## config.mk

```make
export PLATFORM = sky130hd
export DESIGN_NAME = mc_control
export DESIGN_NICKNAME = d
export VERILOG_FILES = /design/src/rtl/mc_control.sv
export SDC_FILE = /design/constraint.sdc
export NUM_CORES = 1
export LEC_CHECK = 0
export CAP_MARGIN = 10
export CORE_ASPECT_RATIO = 1.2
export CORE_UTILIZATION = 35
export DETAILED_ROUTE_END_ITERATION = 7
export DONT_BUFFER_PORTS = 1
export PLACE_DENSITY_LB_ADDON = 0.08
export RECOVER_POWER = 100
export SLEW_MARGIN = 10
export SYNTH_ARGS = -nofsm -noshare
export SYNTH_HDL_FRONTEND = slang
export SYNTH_SLANG_ARGS = --single-unit
```

## constraint.sdc

```tcl
create_clock -name clk -period 1.9 [get_ports clk]
set_clock_uncertainty 0.15 [all_clocks]
set_input_delay 0.38 -clock clk [delete_from_list [all_inputs] [get_ports clk]]
set_output_delay 0.38 -clock clk [all_outputs]
set_load 0.01 [all_outputs]
```

## src/rtl/mc_control.sv

```systemverilog
// mc_control: multicycle Moore-FSM main controller for the mini-cpu datapath, with memory handshake watchdog.
// Optional macro ILLEGAL_TRAP_EN: unsupported opcodes / funct3 values trap to FAULT instead of retiring as a NOP.
module mc_control #(
  parameter int max_wait  = 15,
  parameter int wait_bits = 4
) (
  input  logic       clk,
  input  logic       rstn,
  input  logic [6:0] opcode,
  input  logic [2:0] funct3,
  input  logic       funct7b5,
  input  logic       zero,
  input  logic       mem_ready,
  output logic       mem_valid,
  output logic       adr_src,
  output logic       mem_write,
  output logic       ir_write,
  output logic       pc_write,
  output logic       reg_write,
  output logic [1:0] alu_src_a,
  output logic [1:0] alu_src_b,
  output logic [1:0] result_src,
  output logic [2:0] alu_ctrl,
  output logic       fault
);

  localparam logic [3:0] ST_FETCH    = 4'd0;
  localparam logic [3:0] ST_DECODE   = 4'd1;
  localparam logic [3:0] ST_MEMADR   = 4'd2;
  localparam logic [3:0] ST_MEMREAD  = 4'd3;
  localparam logic [3:0] ST_MEMWB    = 4'd4;
  localparam logic [3:0] ST_MEMWRITE = 4'd5;
  localparam logic [3:0] ST_EXECR    = 4'd6;
  localparam logic [3:0] ST_EXECI    = 4'd7;
  localparam logic [3:0] ST_ALUWB    = 4'd8;
  localparam logic [3:0] ST_BEQ      = 4'd9;
  localparam logic [3:0] ST_JAL      = 4'd10;
  localparam logic [3:0] ST_FAULT    = 4'd11;

  localparam logic [6:0] OP_LOAD   = 7'b0000011;
  localparam logic [6:0] OP_STORE  = 7'b0100011;
  localparam logic [6:0] OP_RTYPE  = 7'b0110011;
  localparam logic [6:0] OP_ITYPE  = 7'b0010011;
  localparam logic [6:0] OP_BRANCH = 7'b1100011;
  localparam logic [6:0] OP_JAL    = 7'b1101111;

`ifdef ILLEGAL_TRAP_EN
  localparam logic [3:0] ST_ILLEGAL = ST_FAULT;
`else
  localparam logic [3:0] ST_ILLEGAL = ST_FETCH;
`endif

  // Fault is taken when the stall that is ending now would be the max_wait-th one.
  localparam logic [wait_bits-1:0] wd_last_c = wait_bits'(max_wait - 1);
  localparam logic [wait_bits-1:0] wd_one_c  = wait_bits'(1);

  logic [3:0]           state_r;
  logic [3:0]           state_nxt_s;
  logic [wait_bits-1:0] wd_cnt_r;
  logic                 wd_hit_s;
  logic [2:0]           f3_alu_s;
  logic                 f3_legal_s;
  logic                 mem_valid_s, adr_src_s, mem_write_s, ir_write_s, pc_write_s, reg_write_s;
  logic [1:0]           alu_src_a_s, alu_src_b_s, result_src_s;
  logic [2:0]           alu_ctrl_s;

  assign wd_hit_s = (max_wait > 0) && mem_valid_s && !mem_ready && (wd_cnt_r == wd_last_c);

  // ALU operation and legality of funct3 for R/I-type; only R-type honours funct7b5
  always_comb begin
    f3_alu_s   = 3'b010;
    f3_legal_s = 1'b1;
    case (funct3)
      3'b000:  f3_alu_s = (funct7b5 && (state_r == ST_EXECR)) ? 3'b110 : 3'b010;
      3'b010:  f3_alu_s = 3'b111;
      3'b110:  f3_alu_s = 3'b001;
      3'b111:  f3_alu_s = 3'b000;
      default: f3_legal_s = 1'b0;
    endcase
  end

  // Next-state selection
  always_comb begin
    state_nxt_s = state_r;
    case (state_r)
      ST_FETCH: begin
        if (mem_ready)     state_nxt_s = ST_DECODE;
        else if (wd_hit_s) state_nxt_s = ST_FAULT;
        else               state_nxt_s = ST_FETCH;
      end
      ST_DECODE: begin
        case (opcode)
          OP_LOAD, OP_STORE: state_nxt_s = ST_MEMADR;
          OP_RTYPE:          state_nxt_s = ST_EXECR;
          OP_ITYPE:          state_nxt_s = ST_EXECI;
          OP_BRANCH:         state_nxt_s = (funct3 == 3'b000) ? ST_BEQ : ST_ILLEGAL;
          OP_JAL:            state_nxt_s = ST_JAL;
          default:           state_nxt_s = ST_ILLEGAL;
        endcase
      end
      ST_MEMADR: begin
        if (opcode == OP_LOAD)       state_nxt_s = ST_MEMREAD;
        else if (opcode == OP_STORE) state_nxt_s = ST_MEMWRITE;
        else                         state_nxt_s = ST_FETCH;
      end
      ST_MEMREAD: begin
        if (mem_ready)     state_nxt_s = ST_MEMWB;
        else if (wd_hit_s) state_nxt_s = ST_FAULT;
        else               state_nxt_s = ST_MEMREAD;
      end
      ST_MEMWRITE: begin
        if (mem_ready)     state_nxt_s = ST_FETCH;
        else if (wd_hit_s) state_nxt_s = ST_FAULT;
        else               state_nxt_s = ST_MEMWRITE;
      end
      ST_MEMWB:          state_nxt_s = ST_FETCH;
      ST_EXECR, ST_EXECI: state_nxt_s = f3_legal_s ? ST_ALUWB : ST_ILLEGAL;
      ST_ALUWB:          state_nxt_s = ST_FETCH;
      ST_BEQ:            state_nxt_s = ST_FETCH;
      ST_JAL:            state_nxt_s = ST_ALUWB;
      ST_FAULT:          state_nxt_s = ST_FAULT;
      default:           state_nxt_s = ST_FAULT;
    endcase
  end

  // Moore outputs per state; FETCH strobes ir/pc writes on the completing handshake
  always_comb begin
    mem_valid_s  = 1'b0;
    adr_src_s    = 1'b0;
    mem_write_s  = 1'b0;
    ir_write_s   = 1'b0;
    pc_write_s   = 1'b0;
    reg_write_s  = 1'b0;
    alu_src_a_s  = 2'b00;
    alu_src_b_s  = 2'b00;
    result_src_s = 2'b00;
    alu_ctrl_s   = 3'b010;
    case (state_r)
      ST_FETCH: begin
        mem_valid_s  = 1'b1;
        alu_src_b_s  = 2'b10;
        result_src_s = 2'b10;
        ir_write_s   = mem_ready;
        pc_write_s   = mem_ready;
      end
      ST_DECODE: begin
        alu_src_a_s = 2'b01;
        alu_src_b_s = 2'b01;
      end
      ST_MEMADR: begin
        alu_src_a_s = 2'b10;
        alu_src_b_s = 2'b01;
      end
      ST_MEMREAD: begin
        mem_valid_s = 1'b1;
        adr_src_s   = 1'b1;
      end
      ST_MEMWB: begin
        result_src_s = 2'b01;
        reg_write_s  = 1'b1;
      end
      ST_MEMWRITE: begin
        mem_valid_s = 1'b1;
        mem_write_s = 1'b1;
        adr_src_s   = 1'b1;
      end
      ST_EXECR: begin
        alu_src_a_s = 2'b10;
        alu_ctrl_s  = f3_alu_s;
      end
      ST_EXECI: begin
        alu_src_a_s = 2'b10;
        alu_src_b_s = 2'b01;
        alu_ctrl_s  = f3_alu_s;
      end
      ST_ALUWB:  reg_write_s = 1'b1;
      ST_BEQ: begin
        alu_src_a_s = 2'b10;
        alu_ctrl_s  = 3'b110;
        pc_write_s  = zero;
      end
      ST_JAL: begin
        alu_src_a_s = 2'b01;
        alu_src_b_s = 2'b10;
        pc_write_s  = 1'b1;
      end
      default: mem_valid_s = 1'b0;
    endcase
  end

  // State register and memory-stall watchdog
  always_ff @(posedge clk) begin
    if (!rstn) begin
      state_r  <= ST_FETCH;
      wd_cnt_r <= {wait_bits{1'b0}};
    end else begin
      state_r <= state_nxt_s;
      if (mem_valid_s && !mem_ready) wd_cnt_r <= wd_cnt_r + wd_one_c;
      else                           wd_cnt_r <= {wait_bits{1'b0}};
    end
  end

  // Strobes are held off combinationally while reset is low
  assign mem_valid  = rstn & mem_valid_s;
  assign mem_write  = rstn & mem_write_s;
  assign ir_write   = rstn & ir_write_s;
  assign pc_write   = rstn & pc_write_s;
  assign reg_write  = rstn & reg_write_s;
  assign adr_src    = adr_src_s;
  assign alu_src_a  = alu_src_a_s;
  assign alu_src_b  = alu_src_b_s;
  assign result_src = result_src_s;
  assign alu_ctrl   = alu_ctrl_s;
  assign fault      = (state_r == ST_FAULT);

endmodule
```

==> run metrics <==
worst min path class=in2reg; largest net degree at the start of global routing=14; Worst-Skew Late Latency=250 ps; multi-input logic area=627 sq um; storage element area=170 sq um; io pins=31; Net Switching=98.7 uW; Fin Hold WS=97.3 ps; power share of the clock group=0.340; Synth cell types=37; Die Wd=45.5 um; Initial Utilization=0.379; Final Hold Viols=0; post-synth top area share=0.202; Area Growth Syn to Fin=20.3%; critical path type=reg2out; count of state elements after synthesis=8; Post-Syn Area=795 sq um; logic gate share of total power=0.200; Clock Tree Root=clkbuf_4; Worst setup EP type=primary output; pwr/cell area=394 nW/um^2; Final Max Tran Viols=0; wire length on met3=125 um; number of global-route vias before repair=726; antenna viol nets, final=0; most frequent cells in the layout=11 x a21oi_1, 11 x nor2_1, 9 x buf_4, 8 x nand2_1; placed cell area=892 sq um; actual slew at the worst max-slew pin=381 ps; Clk pin slew, worst setup/hold paths=50 ps; routability cong.=0.854; Req. time, crit path=1370 ps; DP Wirelength=1640 um; CORE AREA=2090 sq um; complex-gate fraction of the synthesized area=0.191; Arr. time, crit path=1310 ps; P_int=278 uW; initial antenna violation count=0; Vias/cell=5.65; final period utilization=0.970; Max-Cap Viols=0; sw frac=0.262; fraction of layout cells with a size suffix above 1=0.235; Synth Area in Simple Gates=0.436; nets=138; max layer used=met4; setup violators final=0; largest family of logic cells by synthesized area=simple AND/OR/NAND/NOR gates; post-synthesis xor/xnor area fraction=0.0551; WL met1=981 um; 1st-pass router iterations=4; max-slew headroom at the worst pin=0.744; Post-Syn Area per Cell=7.09 sq um; number of fill cells=230; worst-case clock buffer depth=2; clk sinks=8; maximum VDD drop=267 uV; Total Routed Length=2130 um; CTS Buf Count=3; outcome=finished, final reports clean; setup repair after global routing missed its margin=yes; leakage power=0.346 nW; Post-Syn Nets=129; mean routed wirelength per cell=14.3 um; CP delay by family, top=simple AND/OR/NAND/NOR gates; crit-path cells=buf_12, nor4_4, and3_1, or2_1; Yosys top cell by area=dfxtp_1; CTS tree=done; first-pass GRT wire length=3260 um; antenna cells=0; # DRC=0; Die Y=54.2 um; total setup buffers inserted after CTS=0; Port Buffer Count=0; yosys warns=0; multiplexer area fraction after synthesis=0.0283; Die Area=2470 sq um; Global Route Usage Sum=0.183; adder-cell share of the synthesized area=0.0315; crit-path max cell delay=340 ps; synth top area cells=dfxtp_1 20%, a21oi_1 6.9%, nor2_1 5.7%, nor3_1 5.0%, nor2b_1 4.7%; routed via count=842; Crit-path slowest cell=dfxtp_2; Seq pwr share=0.460; Final Cell Area=956 sq um; routed wl met2=1010 um; Worst Path Buf+Inv=1; startpoint types=register; Final min period=1840 ps; Overflow after GRT=0; FP Rows=18; DR iter-0 viols=20; Post-Synthesis Cells=112; crit-path max FO=13; Peak Freq=543 MHz; sequential element share of the synthesized area=0.202; CTS H-tree lvls=1
final timing paths:
path	start	to	slack (ps)	cells past startpoint
setup reg to reg	wd_cnt_r[0]	state_r[0]	110	6
setup / recovery	state_r[0]	pc_write	60	4
hold / removal	rstn	state_r[3]	100	1
hold reg to reg	wd_cnt_r[0]	wd_cnt_r[0]	320	1
per-stage QoR:
| stage | util | power [mW] | TNS, ps | setup WS (ps) | std cells |
|---|---|---|---|---|---|
| after floorplan | - | 0.229 | 0 | 18.9 | 112 |
| after CTS | 0.446 | 0.375 | 0 | 9.38 | 149 |
| after detailed placement | 0.426 | 0.249 | 0 | 49.2 | 146 |
| after global placement | 0.426 | 0.249 | 0 | 69.2 | 146 |
| final | 0.456 | 0.377 | 0 | 57.2 | 149 |
| after global routing | 0.456 | 0.402 | -32.7 | -31.5 | 149 |
routing by layer:
metal | vias to the layer above | global-route usage
met5 | - | 0
met4 | 0 | 0.0808
met3 | 2 | 0.0268
met2 | 31 | 0.300
met1 | 389 | 0.234
li1 | 420 | -
repair_timing:
item                       in CTS  in global routing
hold buffers                    0                  0
pin swaps                       0                  2
setup endpoints to repair      10                  5
resized for setup               8                  6
cells by family after synthesis:
logic type | Yosys count
xor gates and xnor gates | 5
AOI/OAI and AO/OA | 24
muxes | 2
buffers and inverters | 9
and+or+nand+nor | 62
DFF | 8
adders and majority gates | 2
layout make-up:
class / count / share of cell area
clock buffer: 3 / 0.0236
inverter: 3 / 0.0118
multi-input combinational: 95 / 0.656
sequential: 8 / 0.178
tap: 30 / 0.0393
timing repair buffer: 10 / 0.0916
power by group through the flow:
stage,registers (mW),clock network [mW],logic [mW]
after floorplan,0.178,0,0.0503
after global placement,0.179,0,0.0699
after detailed placement,0.179,0,0.0699
after CTS,0.174,0.129,0.0715
after global routing,0.173,0.144,0.0838
final,0.173,0.128,0.0753
state kept, by name (all words and copies together) (netlist names):
| name | flops |
|---|---|
| state_r | 4 |
| wd_cnt_r | 4 |
synth_stat cells:
cell,n
a21oi_1,11
a22oi_1,1
a2bb2oi_1,1
and2_0,1
and2_1,1
and3_1,2
and3b_1,2
and4b_4,1
buf_1,1
buf_2,3
buf_6,1
clkbuf_1,1
dfxtp_1,8
ha_1,2
inv_1,3
mux2_2,2
nand2_1,8
nand2b_1,3
nand3_1,7
nand3b_1,2
nand4_1,1
nor2_1,12
nor2b_1,6
nor3_1,8
nor3b_1,3
nor4_1,2
o21a_1,2
o21ai_0,3
o22ai_1,2
o31a_1,2
o41a_1,1
o41ai_1,1
or2_1,1
or3b_4,1
or4b_1,1
xnor2_1,2
xor2_1,3
Power figures use the tool's default switching activity.
